$ cat config.mk
export PLATFORM = sky130hd
export DESIGN_NAME = mole_judge
export DESIGN_NICKNAME = d
export VERILOG_FILES = /design/src/rtl/whack_pkg.sv /design/src/rtl/lfsr8.sv /design/src/rtl/mole_judge.sv
export SDC_FILE = /design/constraint.sdc
export NUM_CORES = 1
export LEC_CHECK = 0
export ABC_CLOCK_PERIOD_IN_PS = 2100
export CORE_MARGIN = 5
export CORE_UTILIZATION = 45
export CTS_BUF_LIST = sky130_fd_sc_hd__clkbuf_8 sky130_fd_sc_hd__clkbuf_16
export CTS_CLUSTER_DIAMETER = 60
export DETAILED_ROUTE_END_ITERATION = 10
export GPL_ROUTABILITY_DRIVEN = 0
export PLACE_DENSITY_LB_ADDON = 0.1
export SLEW_MARGIN = 25
export SYNTH_ARGS = -nofsm -noshare
export SYNTH_HDL_FRONTEND = slang
export SYNTH_SLANG_ARGS = --single-unit
$ cat constraint.sdc
create_clock -name clk -period 2.1 [get_ports clk]
set_input_delay 0.21 -clock clk [delete_from_list [all_inputs] [get_ports clk]]
set_output_delay 0.21 -clock clk [all_outputs]
set_load 0.1 [all_outputs]
$ cat src/rtl/whack_pkg.sv
// whack_pkg: shared state type and constants for the whack-a-mole judge
package whack_pkg;
  typedef enum logic [1:0] {SPAWN, UP, COOL, OVER} state_t;
  localparam int NUM_MOLES = 4;
  localparam int UP_TICKS = 2;
  localparam logic [7:0] LFSR_SEED = 8'hA5;
  localparam logic [7:0] LFSR_TAPS = 8'hB8;
endpackage

$ cat src/rtl/lfsr8.sv
// lfsr8: free-running 8-bit Fibonacci LFSR, x^8+x^6+x^5+x^4+1
module lfsr8 import whack_pkg::*; (
  input  logic       clk,
  input  logic       reset,
  output logic [7:0] q
);
  always_ff @(posedge clk)
    q <= reset ? LFSR_SEED : {q[6:0], ^(q & LFSR_TAPS)};
endmodule

$ cat src/rtl/mole_judge.sv
// mole_judge: whack-a-mole game judge; define MISS_PENALTY_EN to penalise wrong-hole presses
module mole_judge import whack_pkg::*; (
  input  logic                 clk,
  input  logic                 reset,
  input  logic                 tick,
  input  logic [NUM_MOLES-1:0] btn,
  input  logic [4:0]           time_left,
  output logic [NUM_MOLES-1:0] mole,
  output logic                 score,
  output logic [7:0]           hits,
  output logic                 game_over
);
`ifdef MISS_PENALTY_EN
  localparam logic PEN = 1'b1;
`else
  localparam logic PEN = 1'b0;
`endif
  state_t state, state_n;
  logic [7:0] lfsr, hits_r;
  logic [NUM_MOLES-1:0] btn_q, rise, lit;
  logic [1:0] hole, pick, cnt;
  logic score_r, live, hit, miss, unused_lfsr;
  lfsr8 u_lfsr (.clk, .reset, .q(lfsr));
  assign unused_lfsr = ^lfsr[7:2];
  assign live = time_left != '0;
  assign rise = btn & ~btn_q;
  assign lit = NUM_MOLES'(1) << hole;
  assign pick = (lfsr[1:0] == hole) ? lfsr[1:0] + 2'd1 : lfsr[1:0];
  assign hit = live && state == UP && |(rise & lit);
  assign miss = live && state == UP && !hit && |(rise & ~lit);
  always_ff @(posedge clk) begin
    if (reset) begin
      state   <= SPAWN;
      btn_q   <= '0;
      hole    <= '0;
      cnt     <= '0;
      score_r <= 1'b0;
      hits_r  <= '0;
    end else begin
      state   <= state_n;
      btn_q   <= btn;
      hole    <= (state == SPAWN) ? pick : hole;
      cnt     <= (state == UP) ? cnt + 2'(tick) : '0;
      // score spans exactly one tick edge so the timer counts it once
      score_r <= (!live || state == OVER) ? 1'b0 : hit ? 1'b1 : tick ? 1'b0 : score_r;
      if (hit && hits_r != 8'hFF)
        hits_r <= hits_r + 8'd1;
      else if (PEN && miss && hits_r != 8'h00)
        hits_r <= hits_r - 8'd1;
    end
  end
  always_comb begin
    state_n = state;
    if (state == OVER || !live)
      state_n = OVER;
    else if (state == SPAWN)
      state_n = UP;
    else if (state == UP)
      state_n = (hit || (PEN && miss) || (tick && cnt == 2'(UP_TICKS - 1))) ? COOL : UP;
    else
      state_n = tick ? SPAWN : COOL;
  end
  always_comb begin
    mole      = (state == UP) ? lit : '0;
    score     = score_r;
    hits      = hits_r;
    game_over = state == OVER;
  end
endmodule

==> metrics.yaml <==
status: "completed"
n_fill_cell: 252
ys_types: 41
synth_nets: 145
syn_inst: 131
cts-hold-fix-buffers: 0
htreeDepth: 1
antenna_cells: 0
io-pin-count: 26
hold_end: "u_lfsr.q[7]"
dpl.hpwl_mm: 1.98
pwr_density_cell_nw_per_um2: 755
drive_above_1_share_pct: 30.6
r2r-start: "btn_q[3]"
final_antenna_net_count: 0
die_x_um: 63.0
worst_clock_skew_ns: 0.00133
root_buffer: "clkbuf_8"
final_util_pct: 59.7
cts.clk_slew.worst_paths_ns: 0.10
critPathCaptureType: "register"
drv_slew: 0
antenna_found_initial: 0
worst_pin_slew_ns: 0.513
remaining_drc_errors: 0
worstPathArrival_ns: 2.11
drt-vias-per-instance: 5.33
finalCritPeriodShare_pct: 92.2
clock_latency_ns: 0.27
fmax_mhz: 516
setup.reg_to_reg.worst_slack_ns: 0.19
die_h_um: 63.0
synth.area.top_cells: "dfxtp_1, nor2b_1, mux2_1"
vias: 1018
ir_worst_vdd_v: 0.000577
hold_path_class: "reg -> reg"
cts_setup_buffers: 0
cp.required_ns: 2.27
r2r_cells: 4
multiInputGateArea_um2: 673
clk_path_buf_depth: 2
row_count: 19
synth.avg_cell_area_um2: 9.64
maxCapViolCount: 0
path_max_fanout: 9
yosys_warnings: 0
synth.largest_area_cell: "dfxtp_1"
finalSetupTns_ns: 0
syn_to_final_growth_pct: 29.3
syn-cell-area_um2: 1260
rsz0062_at_grt: "no"
worstHoldStart: "u_lfsr.q[6]"
numPortBuffers: 25
finalCriticalPeriod_ns: 1.94
synth_top_area_share_pct: 42.8
grt_pass1_vias: 1045
path_class: "in -> reg"
layout.nets: 175
relSlewSlack_pct: 65.6
numClockSinks: 27
p_leak_nw: 0.658
hold_violations: 0
ff_latch_area_um2: 551
cts_tree: "done"
post-place-cells: 187
ys_seq_area_share_pct: 42.8
grt_max_degree: 17
cts_buffers: 3
coreArea_um2: 2730
ys_seq_elements: 27
wl_mm: 2.55
start_util_pct: 46.2
dieArea_um2: 3960
wl_per_cell_um: 13.4
worstSetupStartpointType: "input pin"
drt_pass1_iterations: 4
setup_viol: 0
reg2reg_to: "hits[4]"
overflow: 0
hold_path_depth: 1
grt_usage_pct: 13.8
cts_repair_resize_count: 0
final_cells: 191
grt_pass1_wl_mm: 4.53
drt-initial-drc-count: 35
-- routing by layer --
| layer | global-route usage [%] | wire [um] |
|---|---|---|
| met5 | 0 | 0 |
| met4 | 5.31 | 38 |
| met3 | 3.24 | 99 |
| met2 | 24.0 | 1260 |
| met1 | 16.2 | 1160 |
-- report_power, final --
group	leakage [nW]	switching (mW)	total, mW	internal [mW]
Sequential	0.227	0.0308	0.580	0.549
Clock	0.0217	0.170	0.305	0.135
Combinational	0.410	0.211	0.349	0.138
-- sequential cells by signal (all words and copies together) (netlist names) --
signal    cells
hits          8
u_lfsr.q      8
btn_q         4
cnt           2
hole          2
state         2
score         1
-- cell type report --
type / instances / share of cell area [%]
clock buffers: 3 / 2.53
clock inverters: 1 / 0.460
inverters: 3 / 0.690
multi-input cells: 95 / 41.2
flip-flops and latches: 27 / 33.7
well taps: 31 / 2.38
repair buffers: 31 / 19.0
-- worst max path at each step --
stage / start / end / cells after the start
after floorplan: state[1] / mole[1] / 2
after global placement: btn[3] / hits[4] / 5
after detailed placement: btn[3] / hits[4] / 5
after CTS: btn[3] / hits[4] / 5
after global routing: state[0] / hits[4] / 5
final: btn[3] / hits[4] / 5
-- cell usage after synthesis --
master,number
a211oi_1,2
a21o_1,1
a21oi_1,4
a311oi_1,1
and2_1,1
and2b_2,1
and3_1,2
and3_2,2
buf_6,3
clkbuf_1,2
clkbuf_8,1
dfxtp_1,27
ha_1,2
inv_1,3
mux2_1,4
mux2_2,1
mux4_2,1
nand2_1,6
nand2b_1,6
nand2b_2,1
nand3_1,5
nand4_1,1
nor2_1,10
nor2b_1,13
nor3_1,4
nor3b_1,1
nor4_1,3
nor4b_1,2
nor4b_2,1
o21ai_0,2
o21ai_2,1
o221a_2,1
o22a_2,1
o2bb2ai_1,1
o31a_1,1
o31ai_1,2
or2_2,3
or4_1,2
or4b_1,1
xnor2_1,3
xor2_1,2
-- cells in the final DEF (no fill, tap or decap), types with 2 or more instances in the layout --
master / instances
nand2b_1: 6
nand3_1: 5
dfxtp_1: 19
ha_1: 2
or2_2: 3
nor2_1: 9
nor3_1: 2
clkdlybuf4s50_1: 11
inv_1: 3
o21ai_0: 2
buf_12: 4
clkbuf_8: 3
o31ai_1: 2
dfxtp_2: 8
xnor2_1: 3
or4_1: 2
a211oi_1: 2
nor2b_1: 13
nor4_1: 3
xor2_1: 2
nand2_1: 6
and3_1: 2
nor3_2: 2
a21oi_1: 4
and3_2: 2
mux2_1: 4
buf_4: 16
nor4b_1: 2
-- kinds of logic after synthesis --
| family | synth area share, % |
|---|---|
| AO/OA/AOI/OAI | 9.81 |
| XOR/XNOR | 3.47 |
| adder cells (fa/ha/maj) | 1.98 |
| buffers and inverters | 5.25 |
| flip-flops | 42.8 |
| multiplexers | 6.24 |
| AND/OR/NAND/NOR | 30.4 |
-- through the flow --
step,hold WS [ns],cell area [um2],total power [mW],setup slack (ns)
finish,0.443,1630,1.23,0.163
global route,0.462,1630,1.30,0.0556
CTS,0.450,1630,1.25,0.167
floorplan,0.338,1290,0.846,0.122
global placement,0.397,1580,0.932,-0.0902
detailed placement,0.422,1580,0.942,-0.130
-- worst max-delay path, cell delays in order --
cell and delay, ns:
clkdlybuf4s50_1 0.49, nand2b_2 0.05, mux4_2 0.57, nor4_1 0.42
mux2_1 0.36
(Power assumes the default switching activity.)
